<file path="config.mk">
export PLATFORM = sky130hd
export DESIGN_NAME = clk_tick_monitor_flat
export DESIGN_NICKNAME = d
export VERILOG_FILES = /design/src/rtl/clk_tick_monitor_if.sv /design/src/rtl/clk_tick_monitor.sv /design/src/flat_wrapper.sv
export SDC_FILE = /design/constraint.sdc
export NUM_CORES = 1
export LEC_CHECK = 0
export BUFFER_PORTS_ARGS = -buffer_cell sky130_fd_sc_hd__buf_2
export CORE_AREA = 2 2 54 56
export DETAILED_ROUTE_END_ITERATION = 16
export DIE_AREA = 0 0 56 58
export GPL_TIMING_DRIVEN = 0
export PLACE_DENSITY = 0.81
export SLEW_MARGIN = 20
export SYNTH_ARGS = -nofsm -noshare
export SYNTH_HDL_FRONTEND = slang
export SYNTH_SLANG_ARGS = --single-unit
</file>
<file path="constraint.sdc">
create_clock -name clk_in -period 6.2 [get_ports clk_in]
set_input_delay 0 -clock clk_in [delete_from_list [all_inputs] [get_ports clk_in]]
set_output_delay 0 -clock clk_in [all_outputs]
set_load 0.01 [all_outputs]
</file>
<file path="src/rtl/clk_tick_monitor_if.sv">
// rtl/clk_tick_monitor_if.sv - slow-wave input and tick/measurement outputs of clk_tick_monitor
interface clk_tick_monitor_if #(
  parameter int CNT_W = 8
);
  logic             enable;
  logic             slow_in;
  logic             rise_tick;
  logic             fall_tick;
  logic [CNT_W-1:0] period;
  logic             period_valid;
  logic             locked;
  logic             fault;

  modport master (
    output enable, slow_in,
    input  rise_tick, fall_tick, period, period_valid, locked, fault
  );

  modport slave (
    input  enable, slow_in,
    output rise_tick, fall_tick, period, period_valid, locked, fault
  );
endinterface

</file>
<file path="src/rtl/clk_tick_monitor.sv">
// rtl/clk_tick_monitor.sv - slow-wave edge ticks, period measurement and lock/fault tracking
module clk_tick_monitor #(
  parameter int EXP_PERIOD = 8,
  parameter int LOCK_COUNT = 4,
  parameter int CNT_W      = 8
) (
  input logic             clk_in,
  input logic             reset,
  clk_tick_monitor_if.slave bus
);
  localparam int MW = (LOCK_COUNT < 1) ? 1 : $clog2(LOCK_COUNT + 1);
  localparam logic [CNT_W-1:0] EXP_C      = CNT_W'(EXP_PERIOD);
  localparam logic [CNT_W-1:0] TIMEOUT_M1 = CNT_W'(2 * EXP_PERIOD - 1);
  localparam logic [CNT_W-1:0] CNT_MAX    = '1;
  localparam logic [MW-1:0]    LOCK_M1    = MW'(LOCK_COUNT - 1);

  typedef enum logic [2:0] {IDLE, ACQUIRE, MEASURE, LOCKED, FAULT} state_t;

  state_t           state;
  logic             s1, s2, s3;
  logic [CNT_W-1:0] cnt;
  logic [MW-1:0]    match;
  logic             rise, fall;
  logic [CNT_W-1:0] cnt_inc;
  logic             timeout;

  assign rise    = s2 & ~s3;
  assign fall    = ~s2 & s3;
  assign cnt_inc = (cnt == CNT_MAX) ? cnt : cnt + 1'b1;
  // FAULT is taken on the edge where cnt would reach twice the expected period
  assign timeout = (cnt >= TIMEOUT_M1);

  always_ff @(posedge clk_in or negedge reset) begin
    if (!reset) begin
      s1               <= 1'b0;
      s2               <= 1'b0;
      s3               <= 1'b0;
      state            <= IDLE;
      cnt              <= '0;
      match            <= '0;
      bus.rise_tick    <= 1'b0;
      bus.fall_tick    <= 1'b0;
      bus.period       <= '0;
      bus.period_valid <= 1'b0;
      bus.locked       <= 1'b0;
      bus.fault        <= 1'b0;
    end else begin
      s1               <= bus.slow_in;
      s2               <= s1;
      s3               <= s2;
      bus.rise_tick    <= rise;
      bus.fall_tick    <= fall;
      bus.period_valid <= 1'b0;

      if (!bus.enable) begin
        state      <= IDLE;
        cnt        <= '0;
        match      <= '0;
        bus.locked <= 1'b0;
        bus.fault  <= 1'b0;
      end else begin
        case (state)
          IDLE: begin
            state <= ACQUIRE;
            cnt   <= '0;
          end
          ACQUIRE: begin
            if (rise) begin
              state <= MEASURE;
              cnt   <= CNT_W'(1);
            end else begin
              cnt <= cnt_inc;
            end
          end
          MEASURE: begin
            if (rise) begin
              cnt              <= CNT_W'(1);
              bus.period       <= cnt;
              bus.period_valid <= 1'b1;
              if (cnt == EXP_C) begin
                match <= match + 1'b1;
                if (match == LOCK_M1) begin
                  state      <= LOCKED;
                  bus.locked <= 1'b1;
                end
              end else begin
                match <= '0;
              end
            end else begin
              cnt <= cnt_inc;
              if (timeout) begin
                state     <= FAULT;
                bus.fault <= 1'b1;
              end
            end
          end
          LOCKED: begin
            if (rise) begin
              cnt              <= CNT_W'(1);
              bus.period       <= cnt;
              bus.period_valid <= 1'b1;
              if (cnt != EXP_C) begin
                state      <= FAULT;
                bus.locked <= 1'b0;
                bus.fault  <= 1'b1;
              end
            end else begin
              cnt <= cnt_inc;
              if (timeout) begin
                state      <= FAULT;
                bus.locked <= 1'b0;
                bus.fault  <= 1'b1;
              end
            end
          end
          FAULT: begin
            cnt <= cnt_inc;
          end
          default: begin
            state      <= IDLE;
            cnt        <= '0;
            match      <= '0;
            bus.locked <= 1'b0;
            bus.fault  <= 1'b0;
          end
        endcase
      end
    end
  end
endmodule
</file>
<file path="src/flat_wrapper.sv">
// flat-port wrapper written by rule: the top's interface ports become plain ports
module clk_tick_monitor_flat 
#(
  parameter int EXP_PERIOD = 8,
  parameter int LOCK_COUNT = 4,
  parameter int CNT_W      = 8
)
  (clk_in, reset, bus_enable, bus_slow_in, bus_rise_tick, bus_fall_tick, bus_period, bus_period_valid, bus_locked, bus_fault);
  clk_tick_monitor_if #(.CNT_W(CNT_W)) bus_i ();
  input logic clk_in;
  input logic reset;
  input wire logic [$bits(bus_i.enable)-1:0] bus_enable;
  input wire logic [$bits(bus_i.slow_in)-1:0] bus_slow_in;
  output wire logic [$bits(bus_i.rise_tick)-1:0] bus_rise_tick;
  output wire logic [$bits(bus_i.fall_tick)-1:0] bus_fall_tick;
  output wire logic [$bits(bus_i.period)-1:0] bus_period;
  output wire logic [$bits(bus_i.period_valid)-1:0] bus_period_valid;
  output wire logic [$bits(bus_i.locked)-1:0] bus_locked;
  output wire logic [$bits(bus_i.fault)-1:0] bus_fault;
  assign bus_i.enable = bus_enable;
  assign bus_i.slow_in = bus_slow_in;
  assign bus_rise_tick = bus_i.rise_tick;
  assign bus_fall_tick = bus_i.fall_tick;
  assign bus_period = bus_i.period;
  assign bus_period_valid = bus_i.period_valid;
  assign bus_locked = bus_i.locked;
  assign bus_fault = bus_i.fault;
  clk_tick_monitor #(.EXP_PERIOD(EXP_PERIOD), .LOCK_COUNT(LOCK_COUNT), .CNT_W(CNT_W)) u_core (.clk_in(clk_in), .reset(reset), .bus(bus_i));
endmodule
</file>
==> flow_summary_export.csv <==
group,metric,value,unit
clock_tree,htreeDepth,2,
power,comb_power_share,13.7,%
floorplanning,start_util,56.5,%
clock_tree,cts_buffer_depth,2,
sta,skew,0.0126,ns
floorplanning,die_h,58,um
setup_path,start_kind,"flip-flop",
power,power.leakage,0.000833,uW
hold_path,hold_path.class,"input pin to async pin",
setup_path,crit_arrival,2.32,ns
layout,multi_input_area,683,um2
drt,ant_nets,0,
drt,firstDrtPassIters,4,
global_routing,grt_max_degree,31,
sta,drv_slew,0,
sta,worst_slew_pin_slew,0.656,ns
power,p_sw_share,28.4,%
setup_path,crit_path_end_kind,"flip-flop",
sta,relSlewSlack,56.3,%
power,vdd_ir_drop_max,0.184,mV
job,drv_cap,0,
layout,diodes,0,
drt,drt_wl_total,3.13,mm
sta,final.setup.tns,0,ns
layout,seq_area,751,um2
logic_synthesis,async_reset_ff_share,100,%
floorplanning,ios,17,
logic_synthesis,syn-instance-count,148,
setup_path,path_buf_inv,2,
clock_tree,post_cts_buffers,0,
clock_tree,cts_tree,"yes",
global_routing,grt_pass1_wl,5.35,mm
clock_tree,cts_buffers,5,
setup_path,path_cells,"buf_6, or4_1, buf_2, or4_4, o2111ai_1, o211ai_2",
logic_synthesis,ys_seq_area_share,49.9,%
setup_path,cp.required,6.43,ns
setup_path,slowest_delay,0.54,ns
power,p_switching,110,uW
place,gp_congestion,0.917,
sta,setup_viol,0,
logic_synthesis,synth_area,1500,um2
logic_synthesis,synth_flop_cell,"dfrtp_1",
power,power_density,227,nW/um2
logic_synthesis,synth_nets,156,
logic_synthesis,synthDistinctLibCells,41,
clock_tree,clk_latency,0.34,ns
setup_path,critPathKind,"flip-flop to flip-flop",
logic_synthesis,yosys_warnings,0,
clock_tree,cts-root-buf,"clkbuf_4",
setup_path,critPathTopFamily,"simple AND/OR/NAND/NOR gates",
global_routing,grt_pass1_vias,1221,
layout,layout-drive-gt1-share,20.6,%
sta,final_hold_viol_count,0,
global_routing,grt.overflow.total,0,
sta,period_needed,2.09,ns
logic_synthesis,synth-edff-count,0,
global_routing,grt.total_usage,21.7,%
place,io_buffers,16,
clock_tree,cts.sinks,30,
drt,drtIter0Drc,42,
global_routing,antenna_found_initial,0,
drt,via_per_inst,6.11,
power,internal-power,278,uW
floorplanning,die_x,56,um
layout,final_util,64.3,%
sta,post-route-period-util,33.7,%
layout,fillers,232,
logic_synthesis,synth.avg_cell_area,10.2,um2
clock_tree,cts.clk_slew.worst_paths,0.10,ns
setup_path,slowest_stage,"or4_4",
layout,area_growth_syn_to_layout,13.9,%
layout,fin_nets,182,
power,clkPwrFrac,31.8,%
sta,rsz0062_at_grt,"no",
floorplanning,fp.coreArea,2660,um2
floorplanning,rows,19,
drt,vias,1259,
setup_path,cp_max_fo,10,
logic_synthesis,synth-seq-cells,30,
drt,drc,0,
power,p_seq_share,54.4,%
status,status,"complete, no violations",
sta,fmaxAchievable,0.478,GHz
drt,avgRoutedWirePerCell,15.2,um
floorplanning,die_area,3250,um2
place,dp_hpwl,2.14,mm
==> worst register-to-register path: cells and delay by family, from the launching register on <==
family          cells  cell delay (ns)
flops               1             0.39
buf+inv             2             0.31
simple gates        2             1.04
compound gates      2             0.25
==> worst paths after layout <==
| check | depth (start not counted) | end | slack [ns] | from |
|---|---|---|---|---|
| worst max-delay path | 6 | u_core.bus.locked | 4.11 | u_core.cnt[4] |
| worst min-delay path | 2 | u_core.state[2] | 0.21 | reset |
| worst max register to register | 6 | u_core.bus.locked | 4.11 | u_core.cnt[4] |
| worst min register to register | 0 | u_core.s2 | 0.35 | u_core.s1 |
| max in group asynchronous | 2 | u_core.cnt[2] | 5.55 | reset |
| min in group clk_in | 2 | u_core.s1 | 0.30 | bus_slow_in |
==> layout by cell type (no fill, tap or decap), types with 2 or more instances in the layout <==
| master | n |
|---|---|
| dfrtp_1 | 30 |
| buf_2 | 18 |
| nor2_1 | 15 |
| nand3_1 | 8 |
| inv_1 | 8 |
| mux2_2 | 8 |
| nor3_1 | 6 |
| clkbuf_1 | 5 |
| nand2_1 | 5 |
| a21oi_1 | 5 |
| nor4_1 | 5 |
| clkbuf_4 | 5 |
| and3_1 | 4 |
| o21ai_0 | 4 |
| nand3b_1 | 4 |
| ha_1 | 4 |
| a31oi_1 | 3 |
| o2111ai_1 | 3 |
| dlygate4sd3_1 | 3 |
| nand2b_1 | 2 |
| and2_1 | 2 |
| nor3b_1 | 2 |
| nand4_1 | 2 |
| or4_1 | 2 |
| o31ai_1 | 2 |
==> repair_timing <==
item	4_1_cts	5_1_grt
hold endpoints to repair	33	0
hold buffers	3	0
gates resized for setup	0	0
==> routing by layer <==
layer	up-vias	global-route usage [%]	part of all wire, %
met5	-	0	0
met4	0	16.3	4.5
met3	15	4.69	4.2
met2	44	35.8	48
met1	614	24.9	43
li1	586	-	-
==> cell type report <==
cell class	count	area share, %
plain buffers	7	2.12
clock buffers	7	3.21
multi-input cells	102	39.9
repair buffers	19	6.43
clock inverters	1	0.292
inverters	9	1.97
well taps	31	2.26
flip-flops and latches	30	43.8
==> cell usage after synthesis (3+ instances only) <==
| cell | n | area share [%] |
|---|---|---|
| inv_1 | 8 | 2.0 |
| nor3_1 | 6 | 2.0 |
| ha_1 | 4 | 3.3 |
| nand2_1 | 5 | 1.2 |
| nand3b_1 | 4 | 2.0 |
| clkbuf_1 | 4 | 1.0 |
| and3_1 | 4 | 1.7 |
| o21ai_0 | 4 | 1.3 |
| a21oi_1 | 5 | 1.7 |
| nor2_1 | 15 | 3.7 |
| nor4_1 | 5 | 2.1 |
| nand3_1 | 8 | 2.7 |
| mux2_2 | 8 | 6.0 |
| o2111ai_1 | 3 | 1.7 |
| dfrtp_1 | 30 | 50 |
| a31oi_1 | 3 | 1.2 |
==> state kept, by name, indices dropped and copies added (netlist names) <==
| name | count |
|---|---|
| u_core.s1 | 1 |
| u_core.bus.fall_tick | 1 |
| u_core.cnt | 8 |
| u_core.bus.locked | 1 |
| u_core.bus.period_valid | 1 |
| u_core.s2 | 1 |
| u_core.bus.rise_tick | 1 |
| u_core.bus.fault | 1 |
| u_core.s3 | 1 |
| u_core.state | 3 |
| u_core.match | 3 |
| u_core.bus.period | 8 |
==> cell families (layout without fill, tap and decap cells) <==
kind of cell / after synthesis / count (layout) / synth area share [%]
and+or+nand+nor: 61 / 61 / 22.2
DFF: 30 / 30 / 49.9
AOI/OAI and AO/OA: 25 / 25 / 11.3
buffers and inverters: 16 / 43 / 4.66
muxes: 10 / 10 / 7.40
adders and majority gates: 4 / 4 / 3.33
xor gates and xnor gates: 2 / 2 / 1.16
==> stage by stage <==
| stage | instance area [um2] | setup WS (ns) | hold slack (ns) | total power (uW) | cells |
|---|---|---|---|---|---|
| after floorplan | 1500 | 4.18 | -0.296 | 248 | 148 |
| after global routing | 1710 | 4.00 | 0.274 | 406 | 206 |
| after CTS | 1710 | 4.09 | 0.245 | 390 | 206 |
| final | 1710 | 4.11 | 0.214 | 388 | 206 |
| after detailed placement | 1620 | 4.11 | 0.0665 | 266 | 195 |
| after global placement | 1620 | 4.12 | 0.0565 | 263 | 195 |
==> power groups by stage <==
stage,Sequential [uW],Combinational (uW),Clock [uW]
3_5_place_dp,215,51.1,0
3_3_place_gp,215,48.5,0
6_report,211,53.4,124
4_1_cts,211,53.4,125
5_1_grt,213,60.0,134
2_1_floorplan,215,33.6,0
Note: power is estimated with default switching activity, not from simulation.
